`src/rtl/uart_pkg.sv`:
```
// Shared definitions for the uart_8bit transmitter and receiver: state codes,
// frame constants and the baud counter sizing helper.
package uart_pkg;

   // estado decodes identically on both ends of the link.
   localparam logic [2:0] ST_IDLE  = 3'd0;
   localparam logic [2:0] ST_START = 3'd1;
   localparam logic [2:0] ST_DATA  = 3'd2;
   localparam logic [2:0] ST_STOP  = 3'd3;
   localparam logic [2:0] ST_GAP   = 3'd4;

   localparam int DATA_BITS              = 8;
   localparam int CLKS_PER_BIT_50M_57600 = 868;

   typedef enum logic [2:0] {
      IDLE  = ST_IDLE,
      START = ST_START,
      DATA  = ST_DATA,
      STOP  = ST_STOP,
      GAP   = ST_GAP
   } uart_state_e;

   function automatic int baud_cnt_w(input int clks_per_bit);
      return (clks_per_bit < 2) ? 1 : $clog2(clks_per_bit);
   endfunction

endpackage

```
`src/rtl/uart_8bit_tx_if.sv`:
```
// Request/status bundle between a byte producer and the uart_8bit_tx serialiser.
interface uart_8bit_tx_if;
   import uart_pkg::*;

   logic [DATA_BITS-1:0] Tx_reg;
   logic                 send;
   logic                 Tx_data;
   logic                 busy;
   logic                 listo;
   logic [2:0]           estado;

   modport master (output Tx_reg, send, input Tx_data, busy, listo, estado);
   modport slave  (input Tx_reg, send, output Tx_data, busy, listo, estado);

endinterface

```
`src/rtl/uart_baud_gen.sv`:
```
// Bit-period timer: bit_end pulses on the last clk of each CLKS_PER_BIT period;
// restart holds the count at zero so the next period starts cleanly.
module uart_baud_gen
   import uart_pkg::*;
#(
   parameter int CLKS_PER_BIT = CLKS_PER_BIT_50M_57600
) (
   input  logic clk,
   input  logic rst,
   input  logic restart,
   output logic bit_end
);

   localparam int            CW   = baud_cnt_w(CLKS_PER_BIT);
   localparam logic [CW-1:0] LAST = CW'(CLKS_PER_BIT - 1);

   if (CLKS_PER_BIT < 2) begin : g_bad_cfg
      $error("uart_baud_gen: CLKS_PER_BIT must be at least 2");
   end

   logic [CW-1:0] cnt_q, cnt_d;

   assign bit_end = (cnt_q == LAST);

   // NOTE: always_comb assigns every output on every path, so no latch is inferred.
   always_comb begin
      cnt_d = cnt_q + CW'(1);
      if (restart || bit_end) cnt_d = '0;
   end

   // NOTE: flops use non-blocking assignments so all of them sample pre-edge values.
   always_ff @(posedge clk or posedge rst) begin
      if (rst) cnt_q <= '0;
      else     cnt_q <= cnt_d;
   end

endmodule

```
`src/rtl/uart_8bit_tx.sv`:
```
// 8N1/8N2 asynchronous frame serialiser with an optional forced idle gap
// between frames; all line and status outputs are registered.
module uart_8bit_tx
   import uart_pkg::*;
#(
   parameter int CLKS_PER_BIT = CLKS_PER_BIT_50M_57600,
   parameter int STOP_BITS    = 1,
   parameter int IDLE_GAP     = 1
) (
   input logic           clk,
   input logic           rst,
   uart_8bit_tx_if.slave bus
);

   // Anything other than two stop bits collapses to one.
   localparam logic [3:0] STOP_LAST = (STOP_BITS == 2) ? 4'd1 : 4'd0;
   localparam logic [3:0] GAP_LAST  = 4'(IDLE_GAP - 1);

   uart_state_e          state_q, state_d;
   logic [DATA_BITS-1:0] shift_q, shift_d;
   logic [2:0]           bit_idx_q, bit_idx_d;
   logic [3:0]           slot_q, slot_d;
   logic                 tx_data_q, tx_data_d;
   logic                 busy_q, busy_d;
   logic                 listo_q, listo_d;
   logic                 bit_end;

   uart_baud_gen #(.CLKS_PER_BIT(CLKS_PER_BIT)) u_baud (
      .clk    (clk),
      .rst    (rst),
      .restart(state_q == IDLE),
      .bit_end(bit_end)
   );

   always_comb begin
      state_d   = state_q;
      shift_d   = shift_q;
      bit_idx_d = bit_idx_q;
      slot_d    = slot_q;
      case (state_q)
         IDLE: if (bus.send) begin
            state_d = START;
            shift_d = bus.Tx_reg;
         end
         START: if (bit_end) begin
            state_d   = DATA;
            bit_idx_d = '0;
         end
         DATA: if (bit_end) begin
            if (bit_idx_q == 3'(DATA_BITS - 1)) begin
               state_d = STOP;
               slot_d  = '0;
            end else begin
               bit_idx_d = bit_idx_q + 3'd1;
               shift_d   = {1'b0, shift_q[DATA_BITS-1:1]};
            end
         end
         STOP: if (bit_end) begin
            if (slot_q == STOP_LAST) begin
               slot_d  = '0;
               state_d = (IDLE_GAP > 0) ? GAP : IDLE;
            end else begin
               slot_d = slot_q + 4'd1;
            end
         end
         GAP: if (bit_end) begin
            if (slot_q == GAP_LAST) begin
               slot_d  = '0;
               state_d = IDLE;
            end else begin
               slot_d = slot_q + 4'd1;
            end
         end
         default: state_d = IDLE;
      endcase

      // Outputs follow the state being entered so they line up with it.
      tx_data_d = 1'b1;
      if (state_d == START)     tx_data_d = 1'b0;
      else if (state_d == DATA) tx_data_d = shift_d[0];
      busy_d  = (state_d != IDLE);
      listo_d = (state_q != IDLE) && (state_d == IDLE);
   end

   always_ff @(posedge clk or posedge rst) begin
      if (rst) begin
         state_q   <= IDLE;
         // NOTE: the shift register is reset as well so an aborted frame leaves no stale byte.
         shift_q   <= '0;
         bit_idx_q <= '0;
         slot_q    <= '0;
         tx_data_q <= 1'b1;
         busy_q    <= 1'b0;
         listo_q   <= 1'b0;
      end else begin
         state_q   <= state_d;
         shift_q   <= shift_d;
         bit_idx_q <= bit_idx_d;
         slot_q    <= slot_d;
         tx_data_q <= tx_data_d;
         busy_q    <= busy_d;
         listo_q   <= listo_d;
      end
   end

   assign bus.Tx_data = tx_data_q;
   assign bus.busy    = busy_q;
   assign bus.listo   = listo_q;
   assign bus.estado  = state_q;

endmodule

```
`src/flat_wrapper.sv`:
```
// flat-port wrapper written by rule: the top's interface ports become plain ports
module uart_8bit_tx_flat import uart_pkg::*;
#(
   parameter int CLKS_PER_BIT = CLKS_PER_BIT_50M_57600,
   parameter int STOP_BITS    = 1,
   parameter int IDLE_GAP     = 1
)
  (clk, rst, bus_Tx_reg, bus_send, bus_Tx_data, bus_busy, bus_listo, bus_estado);
  uart_8bit_tx_if bus_i ();
  input logic clk;
  input logic rst;
  input wire logic [$bits(bus_i.Tx_reg)-1:0] bus_Tx_reg;
  input wire logic [$bits(bus_i.send)-1:0] bus_send;
  output wire logic [$bits(bus_i.Tx_data)-1:0] bus_Tx_data;
  output wire logic [$bits(bus_i.busy)-1:0] bus_busy;
  output wire logic [$bits(bus_i.listo)-1:0] bus_listo;
  output wire logic [$bits(bus_i.estado)-1:0] bus_estado;
  assign bus_i.Tx_reg = bus_Tx_reg;
  assign bus_i.send = bus_send;
  assign bus_Tx_data = bus_i.Tx_data;
  assign bus_busy = bus_i.busy;
  assign bus_listo = bus_i.listo;
  assign bus_estado = bus_i.estado;
  uart_8bit_tx #(.CLKS_PER_BIT(CLKS_PER_BIT), .STOP_BITS(STOP_BITS), .IDLE_GAP(IDLE_GAP)) u_core (.clk(clk), .rst(rst), .bus(bus_i));
endmodule
```
`config.mk`:
```
export PLATFORM = sky130hd
export DESIGN_NAME = uart_8bit_tx_flat
export DESIGN_NICKNAME = d
export VERILOG_FILES = /design/src/rtl/uart_pkg.sv /design/src/rtl/uart_8bit_tx_if.sv /design/src/rtl/uart_baud_gen.sv /design/src/rtl/uart_8bit_tx.sv /design/src/flat_wrapper.sv
export SDC_FILE = /design/constraint.sdc
export NUM_CORES = 1
export LEC_CHECK = 0
export CELL_PAD_IN_SITES_DETAIL_PLACEMENT = 0
export CELL_PAD_IN_SITES_GLOBAL_PLACEMENT = 2
export CORE_MARGIN = 1
export CORE_UTILIZATION = 31
export DETAILED_ROUTE_END_ITERATION = 8
export HOLD_SLACK_MARGIN = 0.06
export PLACE_DENSITY = 0.72
export REMOVE_ABC_BUFFERS = 1
export SYNTH_ARGS = -nofsm -noshare
export SYNTH_HDL_FRONTEND = slang
export SYNTH_SLANG_ARGS = --single-unit
```
`constraint.sdc`:
```
create_clock -name clk -period 5.6 [get_ports clk]
set_clock_uncertainty 0.05 [all_clocks]
set_input_delay 0.84 -clock clk [delete_from_list [all_inputs] [get_ports clk]]
set_output_delay 0.84 -clock clk [all_outputs]
set_load 0.02 [all_outputs]
```
==> results.ini, run 1 <==
[route]
drtPass1Iterations=4
highest_layer=met4
dr_wl_met2_mm=1.53
route.met3.wl_um=100
drc=0
vias=1245
antenna_left=0
wl_per_cell_um=13.0
drt_iter0_drc=41
vias_per_cell=4.81
routed_wl_mm=3.36
wl_met1_mm=1.69

[setup_path]
path_class=flop to flop
worst_setup_path_end_kind=flop
crit_fanout=13
cp.arrival_ps=2750
rr_worst_depth=7
slowest_stage=or4b_2
cp.depth=7
critPathLaunchType=flop
path_cells=ha_1, ha_1, or4b_2, nor4_4, nor2_1, nand2_1, nand2_1
max_stage_delay_ps=650
path_delay_family=simple AND/OR/NAND/NOR gates
crit_required_ps=5710
critPathBufInv=0

[timing]
rsz0062_at_grt=false
final-hold-violation-count=0
finalCritPeriodShare_pct=47.2
slew_headroom_pct=22.2
worstMarginPinSlew_ps=1160
finalSetupTns_ps=0
setup_violations=0
fmax_mhz=379
report.final.slew_viol_count=0
period_needed_ps=2640

[power_and_ir_drop]
power_density_nw_per_um2=278
swShare_pct=28.6
sequentialPowerShare_pct=52.1
total_leakage_power_uw=0.000884
clkPwrFrac_pct=32.1
p_int_uw=395
peakVddDrop_uv=134
pwr-share-comb_pct=15.8
switching_power_uw=159

[yosys]
synth.avg_cell_area_um2=9.83
ys_seq_elements=31
yosys_warnings=0
ys_top_cells_by_area=dfrtp_1, nand2_1, nor2_1
syn_inst=169
yosysSeqAreaShare_pct=46.8
synth_enable_flop_cells=0
synth_flop_cell=dfrtp_1
syn-cell-area_um2=1660
yosysUniqueCellTypes=50
yosysTopAreaCell=dfrtp_1
synth_top_area_share_pct=45.2
ys_async_sr_fraction_pct=100

[placement]
dpl_cell_area_um2=1900
dpl.hpwl_mm=2.30
port_buffers=16
finalWeightedCongestion=0.778

[global_route]
grt_pass1_vias=1191
grt_first_pass_wirelength_mm=5.71
grt_max_degree=32
antenna_found_initial=0
grt-ovfl-total=0
grt_use_total_pct=13.9

[floorplan]
die_h_um=75.2
initial_core_util_pct=32.3
core_area_um2=5140
io_pins=17
die_w_um=75.2
die_area_um2=5660
rows=26

[run]
drv_cap=0

[layout]
fillCellCount=540
layout-drive-gt1-share_pct=11.6
multi_input_area_um2=835
antenna_cells=0
area_delta_synth_final_pct=19.9
nNetsFinal=205
fin_area_um2=1990
regArea_um2=777

[cts]
clockBufferDepth=2
htree_levels=2
clk_latency_ps=280
ctsResizeCount=0
cts_root_buf=clkbuf_8
cts_setup_buffers=0
cts_hold_buf=0
cts_tree=yes
clk_pin_slew_ps=60
numCtsBuffers=5
cts.sinks=31

[hold_path]
hold_path_class=flop to flop
whs_path_depth=1

[outcome]
outcome=finished clean

==> power by group through the flow <==
stage / clock, µW / sequential, µW / combinational [µW]
2_1_floorplan: 0 / 283 / 68.5
3_3_place_gp: 0 / 291 / 86.8
3_5_place_dp: 0 / 292 / 88.3
4_1_cts: 190 / 288 / 89.1
5_1_grt: 198 / 294 / 99.7
6_report: 178 / 289 / 87.7
==> placed cells by master, fill, tap and decap left out, types with 3 or more instances in the layout <==
| cell | Yosys | final |
|---|---|---|
| dfrtp_1 | 30 | 30 |
| nand2_1 | 20 | 20 |
| nor3_1 | 3 | 3 |
| clkbuf_8 | 0 | 6 |
| nor2_1 | 19 | 19 |
| o31ai_1 | 3 | 3 |
| nand2b_1 | 4 | 4 |
| clkdlybuf4s50_1 | 0 | 16 |
| nand3_1 | 5 | 5 |
| a21oi_1 | 3 | 3 |
| inv_1 | 8 | 8 |
| xor2_1 | 6 | 6 |
| o21ai_0 | 10 | 10 |
| a22oi_1 | 5 | 5 |
| ha_1 | 5 | 5 |
==> per-layer routing <==
| layer | track usage [%] | vias to the layer above |
|---|---|---|
| met5 | 0 | - |
| met4 | 5.14 | 0 |
| met3 | 4.42 | 5 |
| met2 | 21.8 | 16 |
| met1 | 17.9 | 586 |
| li1 | - | 638 |
==> cell type report <==
| class | instances | share of cell area, % |
|---|---|---|
| Sequential cell | 31 | 39.0 |
| Clock inverter | 1 | 0.251 |
| Timing Repair Buffer | 18 | 8.79 |
| Tap cell | 70 | 4.40 |
| Inverter | 8 | 1.51 |
| Clock buffer | 6 | 4.15 |
| Multi-Input combinational cell | 125 | 41.9 |
==> synth_stat cells, drive strengths merged (2+ instances only) <==
library cell and count:
dfrtp 30, nand2 20, nor2 20, o21ai 12, inv 8, xor2 6
a22oi 5, ha 5, nand3 5, clkbuf 4, nand2b 4, nor3 4
o31ai 4, a21oi 3, a211o 2, a22o 2, and3 2, mux2i 2
nand4 2, nor2b 2, nor3b 2, nor4 2, or3b 2, xnor2 2
==> stage by stage <==
stage	hold WS, ps	setup slack [ps]	util, %	cells	power, µW
after detailed placement	417	2940	37.0	252	380
after floorplan	388	3190	-	164	352
final	421	2960	38.8	259	554
after CTS	429	2900	38.8	259	567
after global routing	460	2720	38.8	259	592
after global placement	411	3050	37.0	252	377
==> flip-flops by register name, indices dropped and copies added, names as in the netlist <==
name	flops
u_core.bit_idx_q	3
u_core.bus.Tx_data	1
u_core.bus.busy	1
u_core.bus.estado	3
u_core.bus.listo	1
u_core.shift_q	8
u_core.slot_q	4
u_core.u_baud.cnt_q	10
==> logic make-up after synthesis <==
family	after synthesis	synth area share, %
AOI/OAI and AO/OA	35	15.9
xor gates and xnor gates	8	4.22
adders and majority gates	5	3.77
buffers and inverters	13	3.01
DFF	31	46.8
muxes	3	1.88
and+or+nand+nor	74	24.5
==> path summary, 6_finish.rpt <==
check | start | to | slack (ps)
max | u_core.bit_idx_q[0]$_DFFE_PP0P_ | u_core.shift_q[5]$_DFFE_PP0P_ | 2960
min | u_core.u_baud.cnt_q[0]$_DFF_PP0_ | u_core.u_baud.cnt_q[0]$_DFF_PP0_ | 420
max reg2reg | u_core.bit_idx_q[0]$_DFFE_PP0P_ | u_core.shift_q[5]$_DFFE_PP0P_ | 2960
min reg2reg | u_core.u_baud.cnt_q[0]$_DFF_PP0_ | u_core.u_baud.cnt_q[0]$_DFF_PP0_ | 420
max in group asynchronous | rst | u_core.bus.Tx_data$_DFF_PP1_ | 4290
min in group asynchronous | rst | u_core.u_baud.cnt_q[5]$_DFF_PP0_ | 890
(Power assumes the default switching activity.)
==> inputs of run 2 (changes only) <==
==> constraint.sdc (replaced) <==
create_clock -name clk -period 2.6 [get_ports clk]
set_clock_uncertainty 0.05 [all_clocks]
set_input_delay 0.39 -clock clk [delete_from_list [all_inputs] [get_ports clk]]
set_output_delay 0.39 -clock clk [all_outputs]
set_load 0.02 [all_outputs]
==> run 2 against run 1 <==
  * Final area is 3.0% higher
  * Non-clock buffer count is 8 higher
  * Critical endpoint unchanged
  * Highest routed layer unchanged
  * Clock power is 120% higher
  * Global-route usage is 0.50 points higher
==> results.ini, run 2 (synthesized netlist as in run 1, its figures left out) <==
[route]
antenna_left=0
drc=0
drtPass1Iterations=4
routed_wl_mm=3.40
vias_per_cell=4.90
wl_per_cell_um=12.7
drt_iter0_drc=71
vias=1308

[layout]
layout-drive-gt1-share_pct=15.2
fillCellCount=542
antenna_cells=0
nNetsFinal=213
largestRegisters=u_core.u_baud.cnt_q (10), u_core.shift_q (8), u_core.slot_q (4)
final_cell_mix=dfrtp_1, nand2_1, nor2_1
largest_reg_flops=10
layout_commonest_cell=dfrtp_1
area_delta_synth_final_pct=23.5
top_register=u_core.u_baud.cnt_q

[cts]
cts_tree=yes
numCtsBuffers=5
htree_levels=2
clk_latency_ps=280
clockBufferDepth=2
cts_hold_buf=0
cts_setup_buffers=0
cts_root_buf=clkbuf_8
ctsResizeCount=0
cts.sinks=31
clk_pin_slew_ps=70

[global_route]
grt_use_total_pct=14.4
grt-ovfl-total=0
grt_pass1_vias=1293
antenna_found_initial=0
grt_first_pass_wirelength_mm=5.97
grt_max_degree=32

[timing]
rsz0062_at_grt=false
final-hold-violation-count=0
fmax_mhz=438
report.final.slew_viol_count=0
finalSetupTns_ps=0
setup_violations=0
period_needed_ps=2290
slew_headroom_pct=18.7
worstMarginPinSlew_ps=1210
finalCritPeriodShare_pct=87.9

[outcome]
outcome=finished clean

[floorplan]
core_area_um2=5140
die_w_um=75.2
die_area_um2=5660
die_h_um=75.2
rows=26
initial_core_util_pct=32.3
io_pins=17

[setup_path]
crit_required_ps=2720
path_delay_family=simple AND/OR/NAND/NOR gates
reg2reg_slack_ps=310
max_stage_delay_ps=670
r2r_end=u_core.shift_q[5]$_DFFE_PP0P_
slowest_stage=or4b_2
critPathLaunchType=flop
cp.arrival_ps=2400
critPathBufInv=1
path_class=flop to flop
r2r_start=u_core.bit_idx_q[0]$_DFFE_PP0P_
path_cells=ha_1, ha_1, or4b_2, nor4_4, buf_4, nor2_1, nand2_1, nand2_1
rr_worst_depth=8
crit_fanout=5
worst_setup_path_end_kind=flop

[placement]
finalWeightedCongestion=0.771
dpl.hpwl_mm=2.46
port_buffers=16

[run]
drv_cap=0

[hold_path]
min_to=u_core.u_baud.cnt_q[0]$_DFF_PP0_
hp-start=u_core.u_baud.cnt_q[0]$_DFF_PP0_
hold_path_class=flop to flop
whs_path_depth=1

[power_and_ir_drop]
p_total_uw=1200
total_leakage_power_uw=0.000925
peakVddDrop_uv=337
power_density_nw_per_um2=584

## run 2: stage by stage
stage | hold slack (ps) | utilization [%] | setup WS [ps] | instance area, µm² | std cells
after floorplan | 388 | - | 189 | 1640 | 164
after global placement | 410 | 38.2 | 382 | 1960 | 260
after detailed placement | 416 | 38.2 | 308 | 1960 | 260
after CTS | 429 | 39.9 | 289 | 2050 | 267
after global routing | 458 | 39.9 | 191 | 2050 | 267
final | 427 | 39.9 | 315 | 2050 | 267
## run 2: cell type report
cell class / instances / area, µm² / share of cell area, %
Multi-Input combinational cell: 125 / 835 / 40.7
Sequential cell: 31 / 777 / 37.9
Timing Repair Buffer: 26 / 235 / 11.5
Tap cell: 70 / 87.6 / 4.27
Clock buffer: 6 / 82.6 / 4.02
Inverter: 8 / 30.0 / 1.46
Clock inverter: 1 / 5.00 / 0.244
## run 2: worst max-delay path by stage
stage / start / to / slack, ps / depth (start not counted)
2_1_floorplan: u_core.bit_idx_q[0]$_DFFE_PP0P_ / u_core.shift_q[1]$_DFFE_PP0P_ / 190 / 6
3_3_place_gp: u_core.bit_idx_q[0]$_DFFE_PP0P_ / u_core.shift_q[5]$_DFFE_PP0P_ / 380 / 8
3_5_place_dp: u_core.bit_idx_q[0]$_DFFE_PP0P_ / u_core.shift_q[5]$_DFFE_PP0P_ / 310 / 8
4_1_cts: u_core.bit_idx_q[0]$_DFFE_PP0P_ / u_core.shift_q[5]$_DFFE_PP0P_ / 290 / 8
5_1_grt: u_core.bit_idx_q[0]$_DFFE_PP0P_ / u_core.shift_q[6]$_DFFE_PP0P_ / 190 / 8
6_report: u_core.bit_idx_q[0]$_DFFE_PP0P_ / u_core.shift_q[5]$_DFFE_PP0P_ / 310 / 8
## run 2: routing by layer
layer	track usage (%)	vias up	part of all wire, %
met5	0	-	0
met3	3.61	7	3.2
met2	23.1	23	45
li1	-	654	-
met1	18.4	624	50
met4	6.17	0	1.7
## run 2: report_power, final
| group | internal, µW | switching [µW] | leakage, µW |
|---|---|---|---|
| sequential | 551 | 69.8 | 0.000394 |
| clock | 207 | 181 | 0.0000470 |
| combinational | 93.1 | 94.9 | 0.000484 |
==> inputs of run 3 (changes only) <==
--- a/config.mk
+++ b/config.mk
@@ -5,13 +5,14 @@
 export SDC_FILE = /design/constraint.sdc
 export NUM_CORES = 1
 export LEC_CHECK = 0
+export ABC_AREA = 1
 export CELL_PAD_IN_SITES_DETAIL_PLACEMENT = 0
 export CELL_PAD_IN_SITES_GLOBAL_PLACEMENT = 2
-export CORE_MARGIN = 1
+export CORE_MARGIN = 4
 export CORE_UTILIZATION = 31
 export DETAILED_ROUTE_END_ITERATION = 8
 export HOLD_SLACK_MARGIN = 0.06
-export PLACE_DENSITY = 0.72
+export PLACE_DENSITY = 0.74
 export REMOVE_ABC_BUFFERS = 1
 export SYNTH_ARGS = -nofsm -noshare
 export SYNTH_HDL_FRONTEND = slang
==> run 3 against run 2 <==
  * Clock power shrank 12%
  * Critical path depth shrank 7
  * Power shrank 29%
  * Die area grew 17%
  * Non-clock buffer count shrank 9
  * Synthesized cell count grew 13%
  * First-iteration DRC count shrank 7.0%
  * Cell count grew 6.4%
  * Critical endpoint is now bus_estado[1]
  * Largest power group unchanged
  * Highest routed layer unchanged
==> results.ini, run 3 <==
[route]
wl_per_cell_um=11.9
antenna_left=0
routed_wl_mm=3.38
drc=0
vias_per_cell=4.53
drt_iter0_drc=66
drtPass1Iterations=4
vias=1287

[cts]
cts_root_buf=clkbuf_8
cts_hold_buf=0
numCtsBuffers=5
cts_setup_buffers=0
clockBufferDepth=2
cts_tree=yes
cts.sinks=31
htree_levels=2
ctsResizeCount=0
clk_latency_ps=270
clk_pin_slew_ps=60

[setup_path]
crit_required_ps=2160
path_delay_family=buffers and inverters
slowest_stage=clkdlybuf4s50_1
cp-startpoint=u_core.bus.estado[1]$_DFF_PP0_
critPathBufInv=1
worst_setup_path_end_kind=output pin
max_stage_delay_ps=660
path_class=flop to output pin
cp.arrival_ps=1430
path_cells=clkdlybuf4s50_1
crit_fanout=7
critPathLaunchType=flop
r2r_start=u_core.bit_idx_q[0]$_DFFE_PP0P_

[timing]
period_needed_ps=1870
fmax_mhz=534
finalCritPeriodShare_pct=72.0
report.final.slew_viol_count=0
final-hold-violation-count=0
rsz0062_at_grt=false
worstMarginPinSlew_ps=445
setup_violations=0
slew_headroom_pct=70.3
whs_ps=446
finalSetupTns_ps=0

[layout]
regArea_um2=777
finalNonFillerCells=284
post-route-util_pct=38.6
layout_commonest_cell=nand2_1
fillCellCount=526
top_register=u_core.u_baud.cnt_q
largest_reg_flops=10
area_delta_synth_final_pct=19.6
final_cell_mix=nand2_1, dfrtp_1, inv_1
multi_input_area_um2=773
layout-drive-gt1-share_pct=16.8
nNetsFinal=231
antenna_cells=0
largestRegisters=u_core.u_baud.cnt_q (10), u_core.shift_q (8), u_core.slot_q (4)

[global_route]
grt_first_pass_wirelength_mm=5.71
grt_max_degree=32
grt_pass1_vias=1214
grt_use_total_pct=11.6
grt-ovfl-total=0
antenna_found_initial=0

[yosys]
yosysSeqAreaShare_pct=46.5
ys_async_sr_fraction_pct=100
ys_top_cells_by_area=dfrtp_1, nand2_1, inv_1
synth.area.mux_share_pct=0
synth_top_family_by_area=simple AND/OR/NAND/NOR gates
yosysMostFrequentCell=nand2_1
synth_flop_cell=dfrtp_1
synth_top_area_share_pct=44.9
yosys.area_share.adder_pct=3.75
yosysTopAreaCell=dfrtp_1
synth_enable_flop_cells=0
synth_xor_area_share_pct=1.57
ys_seq_elements=31
synth_compound_area_share_pct=9.44
syn_inst=191
synthSimpleGateAreaFrac_pct=31.5
syn-cell-area_um2=1670
synth.avg_cell_area_um2=8.75
yosysUniqueCellTypes=26
yosys_warnings=0
synthTopCellsByCount=nand2_1, dfrtp_1, inv_1

[power_and_ir_drop]
peakVddDrop_uv=222
total_leakage_power_uw=0.000969
p_total_uw=850
power_density_nw_per_um2=425

[placement]
dpl.hpwl_mm=2.51
port_buffers=16
finalWeightedCongestion=0.762
dpl.cell_count=278

[floorplan]
die_area_um2=6630
die_w_um=81.4
rows=26
initial_core_util_pct=32.3
die_h_um=81.4
io_pins=17
core_area_um2=5170

[run]
drv_cap=0

[outcome]
outcome=finished clean

[hold_path]
hold_path_class=input port to asynchronous set/reset pin

## run 3: per-layer routing
metal  track usage (%)  routed length [µm]  vias up
met5                 0                   0        -
met2              18.0                1550       19
met4              5.07                  53        0
li1                  -                   -      666
met1              14.5                1630      596
met3              4.10                 142        6
## run 3: worst paths after layout
kind                            depth (start not counted)  slack (ps)                              end
worst max-delay path                                    1         730                    bus_estado[1]
worst min-delay path                                    3         450     u_core.slot_q[2]$_DFFE_PP0P_
worst max register to register                          8         890    u_core.shift_q[6]$_DFFE_PP0P_
worst min register to register                          2         450  u_core.bit_idx_q[2]$_DFFE_PP0P_
max in group asynchronous                               3        1730     u_core.bus.Tx_data$_DFF_PP1_
min in group clk                                        2         450  u_core.bit_idx_q[2]$_DFFE_PP0P_
## run 3: final cells by class
type	count	area share [%]
sequential	31	38.9
clock buffer	6	3.63
tap	70	4.38
timing repair buffer	17	8.39
inverter	32	6.01
multi-input combinational	128	38.7
## run 3: where the power goes
group | leakage, µW | internal [µW] | total [µW] | switching, µW
registers | 0.000399 | 483 | 483 | 0
clock network | 0.0000371 | 178 | 341 | 163
logic | 0.000533 | 14.2 | 26.2 | 12.0
total | 0.000969 | 675 | 850 | 175
## run 3: kinds of logic after synthesis
family,Yosys count
xor gates and xnor gates,3
buffers and inverters,32
AOI/OAI and AO/OA,24
and+or+nand+nor,96
DFF,31
adders and majority gates,5
## run 3: stage by stage
stage,worst slack (ps),cell area (µm²)
final,729,2000
after global routing,674,2000
after CTS,730,2000
after detailed placement,902,1930
after global placement,941,1930
after floorplan,1070,1670
